**src/rtl/axi4_lite_pkg.sv**
```systemverilog
// Shared types and constants for the AXI4-Lite command master.
//   state_t : FSM encoding of the command master
//   OKAY/EXOKAY/SLVERR/DECERR : AXI response codes
//   cmd_t   : one register command {write, address, data, strobe}
package axi4_lite_pkg;

    localparam int unsigned ADDR_W = 32;
    localparam int unsigned DATA_W = 32;

    typedef enum logic [2:0] {
        StIdle,
        StWrAddrData,
        StWrResp,
        StRdAddr,
        StRdData,
        StRespond
    } state_t;

    localparam logic [1:0] OKAY   = 2'b00;
    localparam logic [1:0] EXOKAY = 2'b01;
    localparam logic [1:0] SLVERR = 2'b10;
    localparam logic [1:0] DECERR = 2'b11;

    typedef struct packed {
        logic                write;
        logic [ADDR_W-1:0]   address;
        logic [DATA_W-1:0]   data;
        logic [DATA_W/8-1:0] strobe;
    } cmd_t;

endpackage

```
**src/rtl/axi4_lite_cmd_master.sv**
```systemverilog
// Single-outstanding AXI4-Lite master. Turns one register read/write command
// into a complete AXI4-Lite transaction and returns the result.
//   clk_i, rst_clk_i          : clock, asynchronous active-high reset
//   cmd_*                     : command port (valid/ready), latched in idle
//   rsp_*                     : response port (valid/ready), held until taken
//   m_axi_*                   : AXI4-Lite master channels AW, W, B, AR, R
// All outputs come from registers or are decoded from the state register.
module axi4_lite_cmd_master
    import axi4_lite_pkg::*;
#(
    parameter int unsigned ADDRESS_SIZE = 32,
    parameter int unsigned DATA_SIZE    = 32
) (
    input  logic                      clk_i,
    input  logic                      rst_clk_i,

    input  logic                      cmd_valid_i,
    output logic                      cmd_ready_o,
    input  logic                      cmd_write_i,
    input  logic [ADDRESS_SIZE-1:0]   cmd_address_i,
    input  logic [DATA_SIZE-1:0]      cmd_data_i,
    input  logic [DATA_SIZE/8-1:0]    cmd_strobe_i,

    output logic                      rsp_valid_o,
    input  logic                      rsp_ready_i,
    output logic                      rsp_write_o,
    output logic [DATA_SIZE-1:0]      rsp_data_o,
    output logic [1:0]                rsp_resp_o,

    output logic [ADDRESS_SIZE-1:0]   m_axi_awaddr,
    output logic                      m_axi_awvalid,
    input  logic                      m_axi_awready,
    output logic [DATA_SIZE-1:0]      m_axi_wdata,
    output logic [DATA_SIZE/8-1:0]    m_axi_wstrb,
    output logic                      m_axi_wvalid,
    input  logic                      m_axi_wready,
    input  logic [1:0]                m_axi_bresp,
    input  logic                      m_axi_bvalid,
    output logic                      m_axi_bready,
    output logic [ADDRESS_SIZE-1:0]   m_axi_araddr,
    output logic                      m_axi_arvalid,
    input  logic                      m_axi_arready,
    input  logic [DATA_SIZE-1:0]      m_axi_rdata,
    input  logic [1:0]                m_axi_rresp,
    input  logic                      m_axi_rvalid,
    output logic                      m_axi_rready
);

    state_t                    r_state;
    state_t                    w_state_next;
    logic                      r_aw_done;
    logic                      r_w_done;
    logic [ADDRESS_SIZE-1:0]   r_addr;
    logic [DATA_SIZE-1:0]      r_data;
    logic [DATA_SIZE/8-1:0]    r_strb;
    logic                      r_write;
    logic [DATA_SIZE-1:0]      r_rsp_data;
    logic [1:0]                r_rsp_resp;

    logic                      w_accept;
    logic                      w_aw_hs;
    logic                      w_w_hs;

    assign w_accept = (r_state == StIdle) & cmd_valid_i;
    assign w_aw_hs  = (r_state == StWrAddrData) & ~r_aw_done & m_axi_awready;
    assign w_w_hs   = (r_state == StWrAddrData) & ~r_w_done & m_axi_wready;

    always_comb begin
        w_state_next = r_state;
        unique case (r_state)
            StIdle:       if (cmd_valid_i) w_state_next = cmd_write_i ? StWrAddrData : StRdAddr;
            // Leave as soon as both channels are done, counting same-cycle handshakes.
            StWrAddrData: if ((r_aw_done | w_aw_hs) & (r_w_done | w_w_hs)) w_state_next = StWrResp;
            StWrResp:     if (m_axi_bvalid)  w_state_next = StRespond;
            StRdAddr:     if (m_axi_arready) w_state_next = StRdData;
            StRdData:     if (m_axi_rvalid)  w_state_next = StRespond;
            StRespond:    if (rsp_ready_i)   w_state_next = StIdle;
            default:      w_state_next = StIdle;
        endcase
    end

    always_ff @(posedge clk_i or posedge rst_clk_i) begin
        if (rst_clk_i) begin
            r_state <= StIdle;
        end else begin
            r_state <= w_state_next;
        end
    end

    always_ff @(posedge clk_i or posedge rst_clk_i) begin
        if (rst_clk_i) begin
            r_aw_done  <= 1'b0;
            r_w_done   <= 1'b0;
            r_addr     <= '0;
            r_data     <= '0;
            r_strb     <= '0;
            r_write    <= 1'b0;
            r_rsp_data <= '0;
            r_rsp_resp <= OKAY;
        end else begin
            if (w_accept) begin
                r_addr    <= cmd_address_i;
                r_data    <= cmd_data_i;
                r_strb    <= cmd_strobe_i;
                r_write   <= cmd_write_i;
                r_aw_done <= 1'b0;
                r_w_done  <= 1'b0;
            end
            if (w_aw_hs) r_aw_done <= 1'b1;
            if (w_w_hs)  r_w_done  <= 1'b1;
            if ((r_state == StWrResp) && m_axi_bvalid) begin
                r_rsp_data <= '0;
                r_rsp_resp <= m_axi_bresp;
            end
            if ((r_state == StRdData) && m_axi_rvalid) begin
                r_rsp_data <= m_axi_rdata;
                r_rsp_resp <= m_axi_rresp;
            end
        end
    end

    assign cmd_ready_o   = (r_state == StIdle);
    assign m_axi_awvalid = (r_state == StWrAddrData) & ~r_aw_done;
    assign m_axi_wvalid  = (r_state == StWrAddrData) & ~r_w_done;
    assign m_axi_bready  = (r_state == StWrResp);
    assign m_axi_arvalid = (r_state == StRdAddr);
    assign m_axi_rready  = (r_state == StRdData);
    assign rsp_valid_o   = (r_state == StRespond);

    assign m_axi_awaddr  = r_addr;
    assign m_axi_araddr  = r_addr;
    assign m_axi_wdata   = r_data;
    assign m_axi_wstrb   = r_strb;
    assign rsp_write_o   = r_write;
    assign rsp_data_o    = r_rsp_data;
    assign rsp_resp_o    = r_rsp_resp;

endmodule
```
**config.mk**
```make
export PLATFORM = sky130hd
export DESIGN_NAME = axi4_lite_cmd_master
export DESIGN_NICKNAME = d
export VERILOG_FILES = /design/src/rtl/axi4_lite_pkg.sv /design/src/rtl/axi4_lite_cmd_master.sv
export SDC_FILE = /design/constraint.sdc
export NUM_CORES = 1
export LEC_CHECK = 0
export CAP_MARGIN = 20
export CELL_PAD_IN_SITES_DETAIL_PLACEMENT = 1
export CELL_PAD_IN_SITES_GLOBAL_PLACEMENT = 1
export CORE_UTILIZATION = 48
export DETAILED_ROUTE_END_ITERATION = 10
export DONT_BUFFER_PORTS = 1
export PLACE_DENSITY = 0.89
export SYNTH_ARGS = -nofsm -noshare
export SYNTH_HDL_FRONTEND = slang
export SYNTH_SLANG_ARGS = --single-unit
```
**constraint.sdc**
```tcl
create_clock -name clk_i -period 4.7 [get_ports clk_i]
set_clock_uncertainty 0.15 [all_clocks]
set_input_delay 0.47 -clock clk_i [delete_from_list [all_inputs] [get_ports clk_i]]
set_output_delay 0.47 -clock clk_i [all_outputs]
set_load 0.02 [all_outputs]
```
Yosys cells after proc, flatten, opt, wreduce, memory -nomap -nowiden. Cells that the tools add are included.

Bits in registers: 108. Bits of input ports: 114.

Eq/ne operators: 11. Muxes and demuxes: 15. Bitwise logic cells: 10. Reduce and logical (&&, ||, !) cells: 7.

Operator list (number): $mux W32 (2); $mux W3 (6); $pmux W3 S6 (1); $and A1 B1 Y1 (6); $eq A3 B2 Y1 const B (2); $eq A3 B3 Y1 const B (2); $mux W2 (3); $ne A2 B1 Y1 const B (3); $ne A2 B2 Y1 const B (3); $reduce_and A6 Y1 (1); $reduce_bool A2 Y1 (3); $eq A3 B1 Y1 const B (1); $logic_not A3 Y1 (1); $mux W1 (3); $logic_and A1 B1 Y1 (2); $not A1 Y1 (2); $or A1 B1 Y1 (2).

Logic depth before layout (Yosys ltp). Gate-level depths: netlist of run 1.

Depth after elaboration: 7. Depth in mapped cells: 7.

Least setup slack after synthesis of run 1. Ideal clock, no wire load.

Path type: register to output. Start point: register r_state[1]. End point: output port m_axi_wvalid. Arrival: 1.352 ns. Required time: 4.080 ns. Slack: 2.728 ns. Stages on the path, launching flop included: 4. Path buffers: 1. Path through: dfrtp_1 buf_2 or3b_2 nor2_1.

Longest elaborated chain between the ends: 2.

Ends and longest elaborated chain: from (decl) (line axi4_lite_cmd_master.sv:49) `state_t r_state;`; from (signal assigned) (line axi4_lite_cmd_master.sv:84) `r_state <= StIdle;`; from (signal assigned) (line axi4_lite_cmd_master.sv:86) `r_state <= w_state_next;`; $eq A3 B1 Y1 (line axi4_lite_cmd_master.sv:124) `assign m_axi_wvalid = (r_state == StWrAddrData) & ~r_w_done;`; $and A1 B1 Y1 (line axi4_lite_cmd_master.sv:124); to (decl) (line axi4_lite_cmd_master.sv:35) `output logic m_axi_wvalid,`.

No other way between the ends.

Final worst setup path of run 1.
Start point: register r_state[2]. End point: register r_addr[29], in the netlist m_axi_araddr[29].

Longest elaborated chain between the ends: 2.

Ends and longest elaborated chain: $logic_not A3 Y1; net cmd_ready_o (line axi4_lite_cmd_master.sv:18) `output logic cmd_ready_o,`; $and A1 B1 Y1 (line axi4_lite_cmd_master.sv:64) `assign w_accept = (r_state == StIdle) & cmd_valid_i;`; to (signal assigned) (line axi4_lite_cmd_master.sv:102) `r_addr <= cmd_address_i;`; to (decl) (line axi4_lite_cmd_master.sv:53) `logic [ADDRESS_SIZE-1:0] r_addr;`.

The timed path passes the listed nets, and every way through them passes these cells. A chain may end at the register's enable or synchronous reset.

==> flow_summary.yaml, run 1 <==
die:
  die_x_um: 99.1
  die_h_um: 99.1
  rows: 35
  io_pins: 256
  core_region_area_sq_um: 9200
  dieArea_sq_um: 9820
  start_util_pct: 49.2
drt:
  firstDrtPassIters: 4
  routed_wl_um: 9520
  vias: 2316
  drtAntennaViolNets: 0
  routedWlPerCell_um: 25.0
  via_per_inst: 6.08
  drt_iter0_drc: 24
  drc: 0
setup_path:
  critPathKind: "reg2reg"
  worstPathRequired_ns: 4.80
  end_kind: "flip-flop"
  path_max_fanout: 68
  start_kind: "flip-flop"
  crit_arrival_ns: 2.71
clock_network:
  cts_htree_levels: 3
  cts_resized: 0
  clk_pin_slew_ns: 0.11
  cts_buffer_depth: 2
  cts_buffers: 9
  cts.sinks: 108
  postCtsSetupBuffers: 0
  clkLatencyLatePin_ns: 0.35
  cts_root_buffer: "clkbuf_8"
  ctsHoldBuffers: 0
  cts_tree: "built"
global_routing:
  antenna_found_initial: 0
  grt_pass1_vias: 2492
  grt.total_usage_pct: 19.2
  grt_overflow: 0
  grt_max_degree: 73
  grt_pass1_wl_um: 14200
synthesis:
  yosysWarnings: 0
  yosys_register_bits: 108
  synth_seq_area_share_pct: 59.7
  mappedNetlistArea_sq_um: 4530
  synth_edf_count: 0
  yosysUniqueCellTypes: 30
  syn_inst: 304
  syn_nets: 418
  synth_top_flop_cell: "dfrtp_1"
  async_reset_ff_share_pct: 100
  avgSynthCellArea_sq_um: 14.9
finish:
  final_layout_size_suffix_gt1_share_pct: 34.8
  regArea_sq_um: 2700
  final_nets: 379
  multi_input_area_sq_um: 1430
  fin_util_pct: 49.1
  areaGrowthSynthToFinish_pct: -0.221
  diodes: 0
  fillers: 844
sta:
  tightestPinTransition_ns: 1.01
  drv_slew: 0
  timing.fmax_mhz: 384
  final.min_clock_period_ns: 2.61
  rsz0062_at_grt: "false"
  tns_ns: 0
  slew_headroom_pct: 32.9
  fin_crit_sh_pct: 55.4
  setup_viol: 0
  finalHoldViolations: 0
power:
  power_density_nw_per_um2: 860
  p_leak_nw: 2.01
  vdd.ir_drop.worst_mv: 0.337
worst_hold_path:
  min_path_type: "in2async"
place:
  place_hpwl_um: 6900
  port_buffers: 0
  gp_congestion: 0.836
run_status:
  status: "complete, no violations"
run:
  max-cap-violations: 0
==> path summary, 6_finish.rpt <==
kind	slack, ns	from	cells past startpoint	to
setup / recovery	2.09	r_state[2]$_DFFE_PP0P_	3	m_axi_araddr[29]$_DFFE_PP0P_
hold / removal	0.02	rst_clk_i	1	r_w_done$_DFFE_PP0P_
setup reg to reg	2.09	r_state[2]$_DFFE_PP0P_	3	m_axi_araddr[29]$_DFFE_PP0P_
hold reg to reg	0.41	r_w_done$_DFFE_PP0P_	1	r_w_done$_DFFE_PP0P_
max in group asynchronous	3.38	rst_clk_i	2	m_axi_araddr[24]$_DFFE_PP0P_
min in group clk_i	0.09	m_axi_rresp[1]	2	rsp_resp_o[1]$_DFFE_PP0P_
==> sequential cells by signal (all words and copies together) (netlist names) <==
signal        cells
m_axi_araddr     32
m_axi_wdata      32
rsp_data_o       32
m_axi_wstrb       4
r_state           3
rsp_resp_o        2
r_aw_done         1
r_w_done          1
rsp_write_o       1
==> layout make-up <==
cell class,instances,share of cell area [%]
Multi-Input combinational cell,142,31.7
Inverter,2,0.222
Clock inverter,6,1.75
Clock buffer,10,3.05
Tap cell,111,3.07
Sequential cell,108,59.8
Timing Repair Buffer,2,0.332
==> routing by layer <==
layer / vias up / track usage [%] / wire length [um]
met1: 1180 / 21.2 / 3440
li1: 964 / - / -
met5: - / 0 / 0
met4: 0 / 5.88 / 125
met3: 10 / 6.54 / 885
met2: 162 / 35.0 / 5070
==> per-stage QoR <==
step | cells | power (mW) | worst slack (ns) | hold slack (ns) | instance area (sq um)
floorplan | 304 | 3.33 | 1.23 | 0.348 | 4530
finish | 381 | 3.89 | 2.09 | 0.0162 | 4520
CTS | 381 | 3.94 | 2.10 | 0.0359 | 4520
global route | 381 | 4.09 | 1.97 | 0.0681 | 4520
global placement | 365 | 3.24 | 2.22 | 0.371 | 4300
detailed placement | 365 | 3.33 | 2.14 | 0.380 | 4300
==> worst max-delay path: stages (launching register included) <==
cell	delay (ns)
dfrtp_1	0.60
nor3_4	0.41
and2_4	0.81
mux2_2	0.43
==> cells in the final DEF (no fill, tap or decap), drive strengths merged, types with 3 or more instances in the layout <==
master and instances:
inv 5, nor3b 4, clkbuf 10, mux2 70, nand2 7, a22o 34
nor2 4, o21ai 3, dfrtp 108
==> kinds of logic (layout without fill, tap and decap cells) <==
logic type	count (synthesis)	in the layout	synth area share [%]
AO/OA/AOI/OAI	45	45	8.24
multiplexers	72	72	19.5
flip-flops	108	108	59.7
buffers and inverters	54	20	9.01
AND/OR/NAND/NOR	25	25	3.54
==> cells in the mapped netlist (2+ instances only) <==
cell      number  area, sq um
a21oi_1        2         10.0
mux2_4        20          300
o21ai_0        3         15.0
buf_12         3         60.1
nor2_1         4         15.0
buf_4         38          285
buf_2          5         25.0
clkbuf_1       5         18.8
a22o_1        34          298
nand3b_1       2         15.0
inv_1          2         7.51
a21o_1         2         15.0
dfrtp_1      108         2700
nor3b_1        4         30.0
mux2i_1        2         20.0
mux2_2        50          563
nand2_1        7         26.3
==> power by group <==
| part | internal [mW] | switching (mW) | total (mW) |
|---|---|---|---|
| logic | 0.521 | 0.331 | 0.851 |
| clock network | 0.273 | 0.320 | 0.592 |
| registers | 1.34 | 1.11 | 2.44 |
| total | 2.13 | 1.76 | 3.89 |
(Power assumes the default switching activity.)
==> run 2: changes to the inputs <==
==> constraint.sdc (replaced) <==
create_clock -name clk_i -period 2.65 [get_ports clk_i]
set_clock_uncertainty 0.15 [all_clocks]
set_input_delay 0.265 -clock clk_i [delete_from_list [all_inputs] [get_ports clk_i]]
set_output_delay 0.265 -clock clk_i [all_outputs]
set_load 0.02 [all_outputs]
==> flow_summary.yaml, run 2 <==
synthesis:
  synth_top_flop_cell: "dfrtp_1"
  synth_top_area_share_pct: 59.7
  yosysWarnings: 0
  synth_seq_area_share_pct: 59.7
  yosysUniqueCellTypes: 30
  avgSynthCellArea_sq_um: 14.9
  ys_top_cells_by_area: "dfrtp_1 (60%), mux2_2 (12%), mux2_4 (6.6%), a22o_1 (6.6%), buf_4 (6.3%)"
  async_reset_ff_share_pct: 100
  synth.most_common_cell: "dfrtp_1"
  syn_inst: 304
  synth_edf_count: 0
  synth_common_cells: "dfrtp_1 (108), mux2_2 (50), buf_4 (38), a22o_1 (34), mux2_4 (20)"
  yosys.area.top_type: "dfrtp_1"
  syn_nets: 418
  yosys_register_bits: 108
  mappedNetlistArea_sq_um: 4530
die:
  io_pins: 256
  rows: 35
  die_h_um: 99.1
  start_util_pct: 49.2
  die_x_um: 99.1
clock_network:
  cts_resized: 0
  cts.sinks: 108
  cts_htree_levels: 3
  cts_buffer_depth: 2
  ctsHoldBuffers: 101
  postCtsSetupBuffers: 0
  cts_buffers: 9
  cts_root_buffer: "clkbuf_8"
run_status:
  status: "aborted with a tool error"
  stop_error: "[ERROR RSZ-0060] Max buffer count reached."
  lastStage: "4_1_cts"
place:
  place_hpwl_um: 6930
  port_buffers: 0
  gp_congestion: 0.765
==> run 2: cell families after synthesis <==
| logic type | share of synthesized area, % |
|---|---|
| AOI/OAI and AO/OA | 8.24 |
| buffers and inverters | 9.01 |
| muxes | 19.5 |
| and+or+nand+nor | 3.54 |
| DFF | 59.7 |
==> run 2: through the flow <==
| stage | instances | instance area, sq um | utilization, % | setup WS, ns | hold WS (ns) |
|---|---|---|---|---|---|
| 3_5_place_dp | 367 | 4350 | 47.3 | 0.403 | 0.134 |
| 3_3_place_gp | 367 | 4350 | 47.3 | 0.490 | 0.119 |
| 2_1_floorplan | 304 | 4530 | - | 0.748 | 0.232 |
==> run 3: changes to the inputs <==
--- a/config.mk
+++ b/config.mk
@@ -6,12 +6,10 @@
 export NUM_CORES = 1
 export LEC_CHECK = 0
 export CAP_MARGIN = 20
-export CELL_PAD_IN_SITES_DETAIL_PLACEMENT = 1
-export CELL_PAD_IN_SITES_GLOBAL_PLACEMENT = 1
-export CORE_UTILIZATION = 48
+export CORE_UTILIZATION = 35
 export DETAILED_ROUTE_END_ITERATION = 10
 export DONT_BUFFER_PORTS = 1
-export PLACE_DENSITY = 0.89
+export PLACE_DENSITY_LB_ADDON = 0.15
 export SYNTH_ARGS = -nofsm -noshare
 export SYNTH_HDL_FRONTEND = slang
 export SYNTH_SLANG_ARGS = --single-unit
==> flow_summary.yaml, run 3 <==
clock_network:
  postCtsSetupBuffers: 0
  cts_resized: 0
  cts_root_buffer: "clkbuf_16"
  cts_buffers: 9
  ctsHoldBuffers: 101
  cts_buffer_depth: 2
  cts.sinks: 108
  cts_htree_levels: 3
run_status:
  stop_error: "[ERROR RSZ-0060] Max buffer count reached."
  lastStage: "4_1_cts"
  status: "aborted with a tool error"
synthesis:
  synth_common_cells: "dfrtp_1 (108), mux2_2 (50), buf_4 (38), a22o_1 (34), mux2_4 (20)"
  yosys.area.top_type: "dfrtp_1"
  mappedNetlistArea_sq_um: 4530
  synth_top_area_share_pct: 59.7
  syn_inst: 304
  async_reset_ff_share_pct: 100
  synth_seq_area_share_pct: 59.7
  avgSynthCellArea_sq_um: 14.9
  yosysWarnings: 0
  yosys_register_bits: 108
  synth_edf_count: 0
  syn_nets: 418
  ys_top_cells_by_area: "dfrtp_1 (60%), mux2_2 (12%), mux2_4 (6.6%), a22o_1 (6.6%), buf_4 (6.3%)"
  synth_top_flop_cell: "dfrtp_1"
  synth.most_common_cell: "dfrtp_1"
  yosysUniqueCellTypes: 30
die:
  die_x_um: 116
  rows: 41
  start_util_pct: 35.9
  io_pins: 256
  die_h_um: 116
place:
  place_hpwl_um: 6420
  port_buffers: 0
  gp_congestion: 0.720
-- run 3: logic make-up after synthesis --
logic type,Yosys count,synth area share [%]
buf+inv,54,9.01
compound gates,45,8.24
mux,72,19.5
simple gates,25,3.54
flops,108,59.7
-- run 3: through the flow --
stage / area [sq um] / setup WS (ns) / utilization [%] / std cells / hold slack, ns
3_5_place_dp: 4470 / 0.465 / 35.4 / 433 / 0.192
3_3_place_gp: 4470 / 0.501 / 35.4 / 433 / 0.180
2_1_floorplan: 4530 / 0.748 / - / 304 / 0.232
